--- src/rtl/hazard_scheduler.sv ---
// Pipeline hazard scheduler: prioritised stall/bubble/flush controls plus the HI/LO mult/div busy sequencer.
// Optional stall-cycle performance counter enabled by defining STALL_PERF_COUNTER_EN.
module hazard_scheduler #(
    parameter int unsigned MULT_CYCLES = 5,
    parameter int unsigned DIV_CYCLES  = 10
) (
    input  logic        clk,
    input  logic        reset_n,
    input  logic        stallReqD,
    input  logic        stallReqE,
    input  logic        mdUseD,
    input  logic        mdStartE,
    input  logic        mdDivE,
    input  logic        flushReq,
    input  logic        perfClear,
    output logic        stallF,
    output logic        stallD,
    output logic        stallE,
    output logic        bubbleE,
    output logic        bubbleM,
    output logic        flushD,
    output logic        flushE,
    output logic        mdBusy,
    output logic        mdDone,
    output logic [7:0]  mdCount,
    output logic [31:0] stallCycles
);

    localparam int unsigned CNT_W  = 8;
    localparam int unsigned PERF_W = 32;

    typedef enum logic {
        MD_IDLE = 1'b0,
        MD_BUSY = 1'b1
    } md_state_e;

    md_state_e          state_q, state_d;
    logic [CNT_W-1:0]   count_q, count_d;
    logic               done_q,  done_d;
    logic               haz_d;
    logic               md_accept;

    assign mdBusy  = (state_q == MD_BUSY);
    assign mdCount = count_q;
    assign mdDone  = done_q;

    // A HI/LO user in D must wait for both an in-flight op and one starting right now in E.
    assign haz_d = stallReqD | (mdUseD & (mdBusy | mdStartE));

    // Fixed-priority stall/bubble/flush decode: flush > E stall > D hazard.
    always_comb begin
        stallF  = 1'b0;
        stallD  = 1'b0;
        stallE  = 1'b0;
        bubbleE = 1'b0;
        bubbleM = 1'b0;
        flushD  = 1'b0;
        flushE  = 1'b0;
        if (flushReq) begin
            flushD = 1'b1;
            flushE = 1'b1;
        end else if (stallReqE) begin
            stallF  = 1'b1;
            stallD  = 1'b1;
            stallE  = 1'b1;
            bubbleM = 1'b1;
        end else if (haz_d) begin
            stallF  = 1'b1;
            stallD  = 1'b1;
            bubbleE = 1'b1;
        end
    end

    assign md_accept = mdStartE & ~stallE & ~flushReq;

    // Sequencer next state; a start seen while busy is a decoder fault and is dropped.
    always_comb begin
        state_d = state_q;
        count_d = count_q;
        done_d  = 1'b0;
        case (state_q)
            MD_IDLE: begin
                if (md_accept) begin
                    count_d = mdDivE ? CNT_W'(DIV_CYCLES) : CNT_W'(MULT_CYCLES);
                    state_d = MD_BUSY;
                end
            end
            MD_BUSY: begin
                if (count_q == CNT_W'(1)) begin
                    count_d = '0;
                    done_d  = 1'b1;
                    state_d = MD_IDLE;
                end else begin
                    count_d = count_q - CNT_W'(1);
                end
            end
            default: begin
                count_d = '0;
                state_d = MD_IDLE;
            end
        endcase
    end

    always_ff @(posedge clk or negedge reset_n) begin
        if (!reset_n) begin
            state_q <= MD_IDLE;
            count_q <= '0;
            done_q  <= 1'b0;
        end else begin
            state_q <= state_d;
            count_q <= count_d;
            done_q  <= done_d;
        end
    end

`ifdef STALL_PERF_COUNTER_EN
    logic [PERF_W-1:0] perf_q, perf_d;

    // Clear wins over increment; increment wraps naturally at 2^32.
    always_comb begin
        perf_d = perf_q;
        if (perfClear) begin
            perf_d = '0;
        end else if (stallF) begin
            perf_d = perf_q + PERF_W'(1);
        end
    end

    always_ff @(posedge clk or negedge reset_n) begin
        if (!reset_n) begin
            perf_q <= '0;
        end else begin
            perf_q <= perf_d;
        end
    end

    assign stallCycles = perf_q;
`else
    logic unused_perf_clear;
    assign unused_perf_clear = perfClear;
    assign stallCycles       = PERF_W'(0);
`endif

endmodule

--- config.mk ---
export PLATFORM = sky130hd
export DESIGN_NAME = hazard_scheduler
export DESIGN_NICKNAME = d
export VERILOG_FILES = /design/src/rtl/hazard_scheduler.sv
export SDC_FILE = /design/constraint.sdc
export NUM_CORES = 1
export LEC_CHECK = 0
export CELL_PAD_IN_SITES_DETAIL_PLACEMENT = 1
export CELL_PAD_IN_SITES_GLOBAL_PLACEMENT = 2
export CORE_MARGIN = 5
export CORE_UTILIZATION = 20
export CTS_CLUSTER_SIZE = 24
export DETAILED_ROUTE_END_ITERATION = 12
export MAX_ROUTING_LAYER = met4
export PLACE_DENSITY_LB_ADDON = 0.1
export RECOVER_POWER = 100
export REMOVE_ABC_BUFFERS = 1
export SKIP_CTS_REPAIR_TIMING = 1
export SYNTH_ARGS = -nofsm -noshare
export SYNTH_HDL_FRONTEND = slang
export SYNTH_SLANG_ARGS = --single-unit
--- constraint.sdc ---
create_clock -name clk -period 3.1 [get_ports clk]
set_input_delay 0.775 -clock clk [delete_from_list [all_inputs] [get_ports clk]]
set_output_delay 0.775 -clock clk [all_outputs]
set_load 0.03 [all_outputs]
==> summary.txt <==
Critical path
  – Critical Path RT: 2.32 ns
  – Crit start category: primary input
  – R2r setup slk: 1.33 ns
  – Data arrival time of the critical path: 2.19 ns
  – CP Max Fanout: 5
  – CP bufs+invs: 3
  – CP max stage delay: 0.74 ns
  – CP Cell Sequence: clkdlybuf4s50_1 -> buf_4 -> dlygate4sd3_1
  – CP max stage cell: dlygate4sd3_1
  – Crit path kind: in -> out
  – Endpoint type of the worst setup path: output port
  – Crit path max-delay family: buffers and inverters

Pwr
  – Switching Fraction: 47.45%
  – Int Power: 0.4279 mW
  – Clock Power Share: 16.6%
  – Leak pwr: 0.4810 nW
  – Seq pwr share: 30.5%
  – Pwr Density: 746.3 nW/um^2
  – Worst vdd ir: 0.1467 mV
  – P_sw: 0.3864 mW
  – Pwr Total: 0.8143 mW
  – Combinational Power Share: 52.9%

Synth
  – Post-synthesis register bit count: 10
  – Post-Syn Instances: 105
  – Post-synth EDFFs: 0
  – Post-Syn Area: 899.6 sq um
  – Syn Area/Cell: 8.568 sq um
  – Synth unique cells: 36
  – Register area share after synthesis: 27.82%
  – Ys flop type: dfrtp_1
  – Ys async rst share: 100.0%
  – Yosys Warn Count: 0

Detailed routing
  – Routed len/inst: 13.18 um
  – Post-Route WL: 2373 um
  – Vias: 710
  – DRT iter0 DRCs: 13
  – Final ANT Viol Nets: 0
  – Remaining DRCs: 0
  – First-pass DRT Iterations: 3
  – DR vias/cell: 3.944

GRT
  – Largest net degree at the start of global routing: 19
  – Vias in the first global route: 774
  – First-pass GRT wire length: 3898 um
  – Grt total ovfl: 0
  – Initial antenna violation count: 0
  – GR Util All Layers: 8.348%

Floorplanning
  – Initial Util: 20.66%
  – Core area: 4354 sq um
  – Row count: 24
  – Total die area: 5939 sq um
  – Top-Level Pins: 58
  – Die Y: 77.07 um
  – Die X: 77.07 um

Min path
  – Hold Path Class: reg -> reg

STA
  – Fin crit period: 2.968 ns
  – Period utilisation layout: 95.74%
  – Setup tns final: 0 ns
  – Hold Vio Cnt, Final: 0
  – RSZ-0062 raised after global routing: false
  – Worst-margin pin slew: 0.5428 ns
  – Hold WS: 0.5771 ns
  – Max-slew violation count: 0
  – Slew HR: 63.32%
  – Post-Route Skew: 0.001067 ns
  – Max Clock Freq: 337.0 MHz
  – # setup viols final: 0

Clock tree
  – Htree depth: 1
  – Skew-Pair Late Insertion Delay: 0.23 ns
  – Clock Pin Slew Worst Setup and Hold Paths: 0.05 ns
  – Clk root buf: clkbuf_8
  – Clock Sinks: 10
  – CTS tree: yes
  – CTS Buffer Depth: 2
  – CTS Buf Count: 3

Finish
  – Cell area after layout: 1091 sq um
  – Final-layout fill cell count: 524
  – Multi-input logic area: 467.9 sq um
  – Syn-to-layout area delta: 21.28%
  – Nets: 141
  – Reg area: 250.2 sq um
  – Diodes inserted: 0
  – Fin util: 25.06%
  – Layout cells sized above 1: 7.031%

Place
  – Detailed Place HPWL: 1911 um
  – GP Congestion: 0.6983
  – Area after DPL: 1069 sq um
  – IO buf count: 24

Job
  – Max-cap viol count: 0

Outcome
  – Status: finished clean
-- per-stage QoR --
step,std cells,setup slack [ns]
after floorplan,97,0.5779
after global placement,177,0.03918
after detailed placement,177,0.03564
after CTS,180,0.04604
after global routing,180,0.02310
final,180,0.1322
-- routing by layer --
layer	wire [um]	vias up	part of all wire (%)	global-route usage, %
li1	-	346	-	-
met1	1038	331	44	9.993
met2	1165	33	49	13.16
met3	169	0	7.1	1.874
met4	0	0	0	4.124
met5	0	-	0	-
-- layout make-up --
type,instances,share of cell area [%]
Timing Repair Buffer,28,23.05
Tap cell,52,5.963
Sequential cell,10,22.94
Inverter,4,1.376
Multi-Input combinational cell,83,42.89
Clock buffer,3,3.784
-- power groups by stage --
stage / Clock [mW] / Sequential, mW / Combinational [mW]
2_1_floorplan: 0 / 0.320 / 0.209
3_3_place_gp: 0 / 0.251 / 0.449
3_5_place_dp: 0 / 0.252 / 0.454
4_1_cts: 0.142 / 0.252 / 0.457
5_1_grt: 0.147 / 0.259 / 0.464
6_report: 0.135 / 0.248 / 0.430
-- state kept, by name, summed over array words and instances, names as in the netlist --
signal   count
mdDone       1
mdBusy       1
mdCount      8
-- cell usage in the layout (no fill, tap or decap), drive strengths merged, types with 2 or more instances in the layout --
cell and count:
a211o 2, a21oi 4, and2 2, buf 4, clkbuf 6, clkdlybuf4s50 8, conb 32, dfrtp 10
dlygate4sd3 13, ha 2, inv 4, nand2 2, nand3 2, nor2 3, nor2b 2, nor3 4
o21ai 4, o22ai 2, or3b 5, or4 3
-- path summary, 6_finish.rpt --
path / cells after the start / from / end
min: 1 / mdCount[0] / mdCount[0]
max reg2reg: 5 / mdCount[0] / mdCount[6]
max in group asynchronous: 1 / reset_n / mdCount[6]
min in group asynchronous: 1 / reset_n / mdCount[1]
max: 3 / flushReq / flushE
min reg2reg: 1 / mdCount[0] / mdCount[0]
-- cells by family (layout without fill, tap and decap cells) --
family,after synthesis,in the layout,synth area share (%)
buffers and inverters,43,35,33.10
and+or+nand+nor,29,29,21.00
xor gates and xnor gates,1,1,0.9738
adders and majority gates,2,2,2.781
AOI/OAI and AO/OA,19,19,13.91
DFF,10,10,27.82
other,1,32,0.4168
-- synth_stat cells, types with 2 or more instances --
library cell  count  area, sq um
a211o_1           2        17.52
a21oi_1           4        20.02
and2_1            2        12.51
buf_4            36        270.3
clkbuf_1          2        7.510
dfrtp_1          10        250.2
ha_1              2        25.02
inv_1             4        15.01
nand2_1           2        7.510
nand3_1           2        10.01
nor2_1            3        11.26
nor2b_1           2        12.51
nor3_1            4        20.02
o21ai_0           2        10.01
o21ai_1           2        10.01
o22ai_1           2        12.51
or3b_1            3        26.28
or4_1             3        22.52
Power figures use the tool's default switching activity.
